`config.mk`:
```
export PLATFORM = sky130hd
export DESIGN_NAME = rect_fall_ctl_flat
export DESIGN_NICKNAME = d
export VERILOG_FILES = /design/src/rtl/draw_rect_pkg.sv /design/src/rtl/rect_fall_ctl_if.sv /design/src/rtl/tick_gen.sv /design/src/rtl/rect_fall_ctl.sv /design/src/flat_wrapper.sv
export SDC_FILE = /design/constraint.sdc
export NUM_CORES = 1
export LEC_CHECK = 0
export ABC_AREA = 1
export BUFFER_PORTS_ARGS = -buffer_cell sky130_fd_sc_hd__buf_4
export CORE_MARGIN = 2
export CORE_UTILIZATION = 45
export CTS_CLUSTER_SIZE = 12
export DETAILED_ROUTE_END_ITERATION = 8
export PLACE_DENSITY = 0.66
export SKIP_CTS_REPAIR_TIMING = 1
export SLEW_MARGIN = 20
export SYNTH_ARGS = -nofsm -noshare
export SYNTH_HDL_FRONTEND = slang
export SYNTH_HIERARCHICAL = 1
export SYNTH_SLANG_ARGS = --single-unit
```
`constraint.sdc`:
```
create_clock -name pclk -period 3.7 [get_ports pclk]
set_input_delay 0 -clock pclk [delete_from_list [all_inputs] [get_ports pclk]]
set_output_delay 0 -clock pclk [all_outputs]
set_load 0.01 [all_outputs]
```
`src/rtl/draw_rect_pkg.sv`:
```
// Shared definitions for the rectangle pipeline: state encoding and screen geometry.
package draw_rect_pkg;

    typedef enum logic [1:0] {
        FOLLOW = 2'd0,
        FALL   = 2'd1,
        LANDED = 2'd2,
        BOUNCE = 2'd3
    } state_t;

    localparam int unsigned SCREEN_H_DEF = 768;
    localparam int unsigned SCREEN_W_DEF = 1024;
    // Rectangle height, shared with draw_rect.
    localparam int unsigned RECT_H_DEF   = 64;

endpackage

```
`src/rtl/rect_fall_ctl_if.sv`:
```
// Mouse-in / rectangle-position-out bundle for rect_fall_ctl.
interface rect_fall_ctl_if;

    logic [11:0] mouse_xpos;
    logic [11:0] mouse_ypos;
    logic        mouse_left;
    logic [11:0] xpos;
    logic [11:0] ypos;
    logic        busy;

    modport master (
        output mouse_xpos, mouse_ypos, mouse_left,
        input  xpos, ypos, busy
    );

    modport slave (
        input  mouse_xpos, mouse_ypos, mouse_left,
        output xpos, ypos, busy
    );

endinterface

```
`src/rtl/tick_gen.sv`:
```
// Motion-update tick: pulses for one cycle every TICK_DIV enabled cycles.
module tick_gen #(
    parameter int unsigned TICK_DIV = 650000
) (
    input  logic clk,
    input  logic rst,
    input  logic clr,
    input  logic en,
    output logic tick
);

    localparam int unsigned CW = (TICK_DIV > 1) ? $clog2(TICK_DIV) : 1;
    localparam logic [CW-1:0] LAST = CW'(TICK_DIV - 1);

    logic [CW-1:0] cnt_q;

    assign tick = en && (cnt_q == LAST);

    // Counter 0..TICK_DIV-1; clear takes priority so a fresh motion phase starts at zero.
    always_ff @(posedge clk) begin
        if (rst || clr) begin
            cnt_q <= '0;
        end else if (en) begin
            cnt_q <= tick ? '0 : cnt_q + 1'b1;
        end
    end

endmodule

```
`src/rtl/rect_fall_ctl.sv`:
```
// Rectangle follows the mouse; a click drops it under constant acceleration to the bottom.
// Optional bounce on landing when RECT_BOUNCE_EN is defined.
module rect_fall_ctl
    import draw_rect_pkg::*;
#(
    parameter int unsigned TICK_DIV = 650000,
    parameter int unsigned GRAVITY  = 1,
    parameter int unsigned VMAX     = 63,
    parameter int unsigned SCREEN_H = SCREEN_H_DEF,
    parameter int unsigned RECT_H   = RECT_H_DEF
) (
    input  logic            pclk,
    input  logic            rst,
    rect_fall_ctl_if.slave  bus
);

    localparam logic [11:0] YMAX  = 12'(SCREEN_H - RECT_H);
    localparam logic [6:0]  GRAV7 = 7'(GRAVITY);
    localparam logic [5:0]  VLIM  = 6'(VMAX);

    state_t      state_q, state_d;
    logic [5:0]  vel_q, vel_d;
    logic [11:0] xpos_q, xpos_d;
    logic [11:0] ypos_q, ypos_d;
    logic        busy_q, busy_d;
    logic        left_q;
    logic        press;
    logic        tick;
    logic        tick_clr;
    logic        tick_en;
    logic [11:0] y_clamp;
    logic [6:0]  vel_inc;
    logic [5:0]  vel_n;
    logic [12:0] y_sum;

`ifdef RECT_BOUNCE_EN
    localparam logic [7:0] GRAV2 = 8'(2 * GRAVITY);
    localparam logic [5:0] GRAV6 = 6'(GRAVITY);
    logic [5:0] vel_dec;
    assign vel_dec = (vel_q > GRAV6) ? vel_q - GRAV6 : '0;
`endif

    assign press   = bus.mouse_left & ~left_q;
    assign y_clamp = (bus.mouse_ypos > YMAX) ? YMAX : bus.mouse_ypos;
    assign vel_inc = {1'b0, vel_q} + GRAV7;
    assign vel_n   = (vel_inc > {1'b0, VLIM}) ? VLIM : vel_inc[5:0];
    // 13-bit sum so a large velocity near the bottom cannot wrap past YMAX.
    assign y_sum   = {1'b0, ypos_q} + {7'b0, vel_n};
    assign tick_en = (state_q == FALL) || (state_q == BOUNCE);

    tick_gen #(
        .TICK_DIV (TICK_DIV)
    ) u_tick_gen (
        .clk  (pclk),
        .rst  (rst),
        .clr  (tick_clr),
        .en   (tick_en),
        .tick (tick)
    );

    // Next-state and motion update.
    always_comb begin
        state_d  = state_q;
        vel_d    = vel_q;
        xpos_d   = xpos_q;
        ypos_d   = ypos_q;
        busy_d   = busy_q;
        tick_clr = 1'b0;
        unique case (state_q)
            FOLLOW: begin
                xpos_d = bus.mouse_xpos;
                ypos_d = y_clamp;
                if (press) begin
                    state_d  = FALL;
                    vel_d    = '0;
                    busy_d   = 1'b1;
                    tick_clr = 1'b1;
                end
            end
            FALL: begin
                if (tick) begin
                    if (y_sum >= {1'b0, YMAX}) begin
                        ypos_d = YMAX;
`ifdef RECT_BOUNCE_EN
                        if ({2'b0, vel_n} >= GRAV2) begin
                            vel_d    = {1'b0, vel_n[5:1]};
                            state_d  = BOUNCE;
                            tick_clr = 1'b1;
                        end else begin
                            state_d = LANDED;
                            busy_d  = 1'b0;
                        end
`else
                        state_d = LANDED;
                        busy_d  = 1'b0;
`endif
                    end else begin
                        ypos_d = y_sum[11:0];
                        vel_d  = vel_n;
                    end
                end
            end
            LANDED: begin
                if (press) begin
                    state_d = FOLLOW;
                end
            end
            default: begin
`ifdef RECT_BOUNCE_EN
                if (tick) begin
                    ypos_d = (ypos_q >= {6'b0, vel_q}) ? ypos_q - {6'b0, vel_q} : '0;
                    vel_d  = vel_dec;
                    if (vel_dec == '0) begin
                        state_d  = FALL;
                        tick_clr = 1'b1;
                    end
                end
`else
                state_d = FOLLOW;
                busy_d  = 1'b0;
`endif
            end
        endcase
    end

    // State and output registers with synchronous reset.
    always_ff @(posedge pclk) begin
        if (rst) begin
            state_q <= FOLLOW;
            vel_q   <= '0;
            xpos_q  <= '0;
            ypos_q  <= '0;
            busy_q  <= 1'b0;
            left_q  <= 1'b0;
        end else begin
            state_q <= state_d;
            vel_q   <= vel_d;
            xpos_q  <= xpos_d;
            ypos_q  <= ypos_d;
            busy_q  <= busy_d;
            left_q  <= bus.mouse_left;
        end
    end

    assign bus.xpos = xpos_q;
    assign bus.ypos = ypos_q;
    assign bus.busy = busy_q;

endmodule

```
`src/flat_wrapper.sv`:
```
// flat-port wrapper written by rule: the top's interface ports become plain ports
module rect_fall_ctl_flat import draw_rect_pkg::*;
#(
    parameter int unsigned TICK_DIV = 650000,
    parameter int unsigned GRAVITY  = 1,
    parameter int unsigned VMAX     = 63,
    parameter int unsigned SCREEN_H = SCREEN_H_DEF,
    parameter int unsigned RECT_H   = RECT_H_DEF
)
  (pclk, rst, bus_mouse_xpos, bus_mouse_ypos, bus_mouse_left, bus_xpos, bus_ypos, bus_busy);
  rect_fall_ctl_if bus_i ();
  input  logic pclk;
  input  logic rst;
  input wire logic [$bits(bus_i.mouse_xpos)-1:0] bus_mouse_xpos;
  input wire logic [$bits(bus_i.mouse_ypos)-1:0] bus_mouse_ypos;
  input wire logic [$bits(bus_i.mouse_left)-1:0] bus_mouse_left;
  output wire logic [$bits(bus_i.xpos)-1:0] bus_xpos;
  output wire logic [$bits(bus_i.ypos)-1:0] bus_ypos;
  output wire logic [$bits(bus_i.busy)-1:0] bus_busy;
  assign bus_i.mouse_xpos = bus_mouse_xpos;
  assign bus_i.mouse_ypos = bus_mouse_ypos;
  assign bus_i.mouse_left = bus_mouse_left;
  assign bus_xpos = bus_i.xpos;
  assign bus_ypos = bus_i.ypos;
  assign bus_busy = bus_i.busy;
  rect_fall_ctl #(.TICK_DIV(TICK_DIV), .GRAVITY(GRAVITY), .VMAX(VMAX), .SCREEN_H(SCREEN_H), .RECT_H(RECT_H)) u_core (.pclk(pclk), .rst(rst), .bus(bus_i));
endmodule
```
# Yosys cells after proc, flatten, opt, wreduce, memory -nomap -nowiden
# Index checks and enable logic that the tools add are counted.
[totals]
ff_bits = 54
input_bits = 27
output_inout_bits = 25
wordCells = 55
[classes]
add_sub_neg = 3
n_lt_le_gt_ge = 3
n_eq_ne = 9
n_mux = 21
bitwise_logic = 3
n_reduce_logical = 9
[ops]
columns = ["cell", "count"]
rows = [
  ["$mux 12", 3],
  ["$mux 6", 4],
  ["$pmux 12 s2", 1],
  ["$add 20x1->20 const B", 1],
  ["$eq 20x20->1 const B", 1],
  ["$mux 20", 1],
  ["$add 12x6->13", 1],
  ["$ge 13x10->1 const B", 1],
  ["$gt 12x10->1 const B", 1],
  ["$pmux 6 s2", 1],
  ["$reduce_and 4->1", 3],
  ["$mux 2", 4],
  ["$add 6x1->7 const B", 1],
  ["$gt 7x6->1 const B", 1],
  ["$ne 2x2->1 const B", 3],
  ["$pmux 2 s3", 1],
  ["$mux 1", 5],
  ["$eq 2x2->1 const B", 2],
  ["$ne 2x1->1 const B", 2],
  ["$pmux 1 s3", 1],
  ["$eq 2x1->1 const B", 1],
  ["$logic_not 2->1", 1],
  ["$logic_or 1x1->1", 2],
  ["$not 1->1", 2],
  ["4 further kinds", 4],
]

# Logic depth before layout (Yosys ltp)
[depth]
depth_word = 8
mapped_depth = 23
depth_no_buf = 23

# Modules after synthesis
# Netlist, hierarchy kept.
[modules_own_cells]
columns = ["module", "instances", "cells_per_inst", "area_each_um2", "seq_area_each_um2"]
rows = [
  ["rect_fall_ctl", 1, 324, 2209.6, 680.7],
  ["tick_gen", 1, 175, 1157.4, 400.4],
]

# Worst setup path after synthesis
# No wires, ideal clock.
[synth_timing]
path_type = "register -> register"
from = "register u_core.vel_q[0]"
to = "register u_core.vel_q[2]"
setup_time_ns = 0.068
arrival_time_ns = 2.965
required_time_ns = 3.632
path_slack_ns = 0.666
path_stages_with_launch = 20
path_buffers = 1
synth_period_minus_slack_ns = 3.034
path_cell_list = "dfxtp_1 > ha_1 > nand3_1 > xor2_1 > nand3b_1 > nand2_1 > nand2_1 > nand2_1 > ha_1 > fa_1 > nand2_1 > nand3_2 > nand3_1 > nand3_2 > nor2_8 > nand3_4 > inv_4 > buf_12 > nand2_2 > a21oi_2"
[synth_via]
elab_chain_len = 7
elab_cells_between_ends = 10
cone_classes = "2 x add/sub; 2 x order compare; 1 x eq/ne; 4 x mux; 1 x reduce/logical"
[synth_lines]
columns = ["item", "line", "rtl"]
rows = [
  ["start: declaration", "rect_fall_ctl.sv:22", "logic [5:0] vel_q, vel_d;"],
  ["start signal: assignment", "rect_fall_ctl.sv:137", "vel_q <= vel_d;"],
  ["$add 6x1->7 *", "rect_fall_ctl.sv:45", "assign vel_inc = {1'b0, vel_q} + GRAV7;"],
  ["$gt 7x6->1", "rect_fall_ctl.sv:46", "assign vel_n = (vel_inc > {1'b0, VLIM}) ? VLIM : vel_inc[5:0];"],
  ["$mux 6 *", "rect_fall_ctl.sv:46", ""],
  ["$add 12x6->13", "rect_fall_ctl.sv:48", "assign y_sum = {1'b0, ypos_q} + {7'b0, vel_n};"],
  ["$ge 13x10->1", "rect_fall_ctl.sv:82", "if (y_sum >= {1'b0, YMAX}) begin"],
  ["$ne 2x2->1 (no source line)", "-", ""],
  ["$reduce_and 4->1 (no source line)", "-", ""],
]
# Every way passes the cells marked *; elsewhere a longest branch is shown, timed or not. The select of a mux whose other input is x is not followed.
# A chain may end at the register's enable or synchronous reset.

# Worst setup path after layout
[layout_timing]
from = "register u_core.vel_q[0]"
to = "register u_core.ypos_q[8], in the netlist u_core/bus.ypos[8]"
[layout_via]
elab_chain_len = 8
[layout_lines]
columns = ["item", "line", "rtl"]
rows = [
  ["$add 6x1->7 *", "rect_fall_ctl.sv:45", ""],
  ["$gt 7x6->1", "rect_fall_ctl.sv:46", ""],
  ["$mux 6 *", "rect_fall_ctl.sv:46", ""],
  ["$add 12x6->13 *", "rect_fall_ctl.sv:48", ""],
  ["$ge 13x10->1", "rect_fall_ctl.sv:82", ""],
  ["$mux 12 *", "rect_fall_ctl.sv:82", ""],
  ["$mux 12 *", "rect_fall_ctl.sv:81", "if (tick) begin"],
  ["$pmux 12 s2 *", "rect_fall_ctl.sv:69", "unique case (state_q)"],
  ["end signal: assignment", "rect_fall_ctl.sv:139", "ypos_q <= ypos_d;"],
  ["end: declaration", "rect_fall_ctl.sv:24", "logic [11:0] ypos_q, ypos_d;"],
]
# Marks and branches as above.

==> impl_metrics.csv <==
group,metric,value,unit
worst_hold_path,min_to,"u_core/bus.ypos[3]$_SDFFE_PP0P_",
worst_hold_path,min_path_type,"in -> reg",
sta,fin_crit_sh,88.9,%
logic_synthesis,synth-xor-area-share,3.12,%
routing,vias,3340,
worst_setup_path,cp_max_fo,14,
logic_synthesis,syn_inst,499,
finish,stdcell_area,4090,um^2
placement,io_buffers,51,
worst_setup_path,cp-end-kind,"flop",
placement,dp_slack,0.351,ns
worst_setup_path,start_kind,"flop",
logic_synthesis,synth-adder-area-share,4.31,%
worst_setup_path,crit_type,"reg -> reg",
clocking,clock_latency,0.30,ns
die,start_util,46.4,%
sta,period_needed,3.29,ns
run_status,status,"finished, final reports clean",
logic_synthesis,synth_mux_area_share,0,%
global_routing,grt-ovfl-total,0,
routing,avgViaCountPerCell,5.03,
logic_synthesis,synth_edf_count,0,
sta,slew_headroom,58.5,%
die,io_pins,52,
sta,max_freq,304,MHz
sta,fin_worst_skew,0.00323,ns
sta,finalMaxSlewViolations,0,
die,core_area,7250,um^2
die,dieArea,8190,um^2
logic_synthesis,synth-async-reset-ratio,0,%
logic_synthesis,synthesis.nets,537,
sta,setup_viol,0,
routing,drt_iter0_drc,114,
power_and_ir_drop,p_total,1.34,mW
sta,final_hold_viol_count,0,
power_and_ir_drop,peakVddDrop,0.210,mV
logic_synthesis,synth-compound-area-share,10.9,%
global_routing,antenna_found_initial,0,
sta,grt_setup_unrepaired,"no",
routing,drt-pass1-iter-count,4,
routing,antenna_left,0,
finish,n_antenna_cell,0,
global_routing,grt_max_degree,20,
clocking,clockRootBuffer,"clkbuf_8",
sta,fin_tns_setup,0,ns
finish,syn2layout_area_growth,21.5,%
clocking,clkTransAtPathRegs,0.10,ns
logic_synthesis,synthSimpleGateAreaFrac,40.9,%
logic_synthesis,synth.avg_cell_area,6.75,um^2
worst_hold_path,worstHoldStart,"bus_mouse_ypos[3]",
worst_setup_path,r2r_slack,0.41,ns
die,rows,31,
die,die_x,90.5,um
power_and_ir_drop,powerDensity,328,nW/um^2
global_routing,grtUsageTotal,19.6,%
power_and_ir_drop,p_leak,1.81,nW
logic_synthesis,ys_types,34,
routing,drc,0,
logic_synthesis,yosysSeqAreaShare,32.1,%
global_routing,grt_pass1_wl,13500,um
die,die_h,90.5,um
worst_setup_path,required,3.94,ns
clocking,clockBufferDepth,2,
clocking,cts.sinks,54,
finish,fin_nets,602,
finish,fill_cells,738,
logic_synthesis,synth_ff_type,"dfxtp_1",
routing,drt_wl_total,8180,um
clocking,cts_tree,"done",
flow_run,drv_cap,0,
logic_synthesis,synth_warnings,6,
placement,place.gp.congestion,0.913,
worst_setup_path,rr_endpoint,"u_core/bus.ypos[8]$_SDFFE_PP0P_",
placement,placedInstanceArea,3830,um^2
worst_setup_path,r2r_cells,18,
worst_setup_path,r2r-start,"u_core/vel_q[0]$_SDFFE_PP0P_",
worst_setup_path,worst_ep_arrival_time,3.53,ns
worst_hold_path,whs_path_depth,3,
clocking,numCtsBuffers,5,
logic_synthesis,synthesis.area,3370,um^2
logic_synthesis,synth_top_family_by_area,"simple AND/OR/NAND/NOR gates",
global_routing,first_global_vias,3048,
finish,drive_gt1_share,21.6,%
sta,worst_slack,0.410,ns
placement,hpwl,6130,um
routing,avgRoutedWirePerCell,12.3,um
sta,tightest_slew,0.621,ns
clocking,cts_max_level,2,
sta,hold_slack,0.0000815,ns
logic_synthesis,synth_seq_cells,54,
-- flip-flops by register name (all words and copies together), names as in the netlist --
register,cells
u_core/bus.ypos,12
u_core/u_tick_gen/cnt_q,20
u_core/vel_q,6
u_core/bus.busy,1
u_core/state_q,2
u_core/bus.xpos,12
u_core/left_q,1
-- placed cells by master (no fill, tap or decap), drive strengths merged, types with 10 or more instances in the layout --
master | netlist | final
dfxtp | 54 | 54
o21ai | 24 | 24
nand2 | 112 | 112
dlygate4sd3 | 0 | 15
inv | 57 | 57
nand3 | 48 | 48
nand4 | 14 | 14
a21oi | 40 | 40
nor2 | 99 | 99
buf | 5 | 55
ha | 10 | 10
-- cells by family after synthesis --
kind of cell	count (synthesis)
AOI/OAI and AO/OA	65
xor gates and xnor gates	12
adders and majority gates	11
buffers and inverters	69
DFF	54
and+or+nand+nor	288
-- Yosys cell counts (all sizes together) (2+ instances only) --
cell type | instances | area share, %
xnor2 | 6 | 1.6
nand3 | 48 | 8.5
ha | 10 | 3.7
xor2 | 6 | 1.6
nand3b | 5 | 1.2
nor2 | 99 | 13
or2 | 2 | 0.37
clkbuf | 7 | 0.78
inv | 57 | 6.4
nand4 | 14 | 2.6
nand2 | 112 | 14
dfxtp | 54 | 32
o21ai | 24 | 3.6
a21oi | 40 | 7.2
nor3 | 6 | 0.89
buf | 5 | 1.4
-- power breakdown --
group | switching [mW] | internal (mW)
registers | 0.0320 | 0.614
clock network | 0.196 | 0.200
logic | 0.171 | 0.128
-- worst max-delay path, cell delays in order, from the launching register on --
cell,delay (ns)
dfxtp_1,0.38
ha_1,0.24
xnor2_1,0.31
nor3_1,0.11
nand3b_1,0.10
nand2_1,0.06
nand2_2,0.14
nand2_1,0.08
ha_1,0.23
fa_1,0.45
nand2_1,0.13
nand3_2,0.12
nand3_1,0.11
nand3_2,0.12
nor2_8,0.14
nand3_4,0.09
inv_4,0.18
nand3_1,0.09
a21oi_1,0.12
-- layout make-up --
| type | instances | area [um^2] | share of cell area (%) |
|---|---|---|---|
| Tap cell | 99 | 124 | 3.03 |
| Inverter | 57 | 216 | 5.29 |
| Timing Repair Buffer | 70 | 563 | 13.8 |
| Clock buffer | 5 | 68.8 | 1.68 |
| Clock inverter | 3 | 40.0 | 0.979 |
| Multi-Input combinational cell | 376 | 2000 | 48.8 |
| Sequential cell | 54 | 1080 | 26.4 |
-- metrics by stage --
step	util (%)	instances
after detailed placement	52.8	641
after global routing	56.4	664
final	56.4	664
after global placement	52.8	641
after floorplan	-	499
after CTS	54.3	649
-- how the worst max path moves through the flow --
stage	start	endpoint	slack, ns	cells past startpoint
3_5_place_dp	u_core/vel_q[0]$_SDFFE_PP0P_	u_core/bus.ypos[8]$_SDFFE_PP0P_	0.35	18
2_1_floorplan	u_core/vel_q[0]$_SDFFE_PP0P_	u_core/vel_q[2]$_SDFFE_PP0P_	0.67	19
5_1_grt	u_core/vel_q[0]$_SDFFE_PP0P_	u_core/bus.ypos[8]$_SDFFE_PP0P_	0.01	20
6_report	u_core/vel_q[0]$_SDFFE_PP0P_	u_core/bus.ypos[8]$_SDFFE_PP0P_	0.41	18
3_3_place_gp	u_core/vel_q[0]$_SDFFE_PP0P_	u_core/bus.ypos[8]$_SDFFE_PP0P_	0.45	20
4_1_cts	u_core/vel_q[0]$_SDFFE_PP0P_	u_core/bus.ypos[8]$_SDFFE_PP0P_	0.31	18
-- metal layers --
layer  track usage, %  vias up  wire length [um]
met1             24.3     1534              3670
met5                0        -                 0
met3             4.01       12               239
li1                 -     1740                 -
met4             5.38        0               153
met2             34.3       54              4120
(Power assumes the default switching activity.)
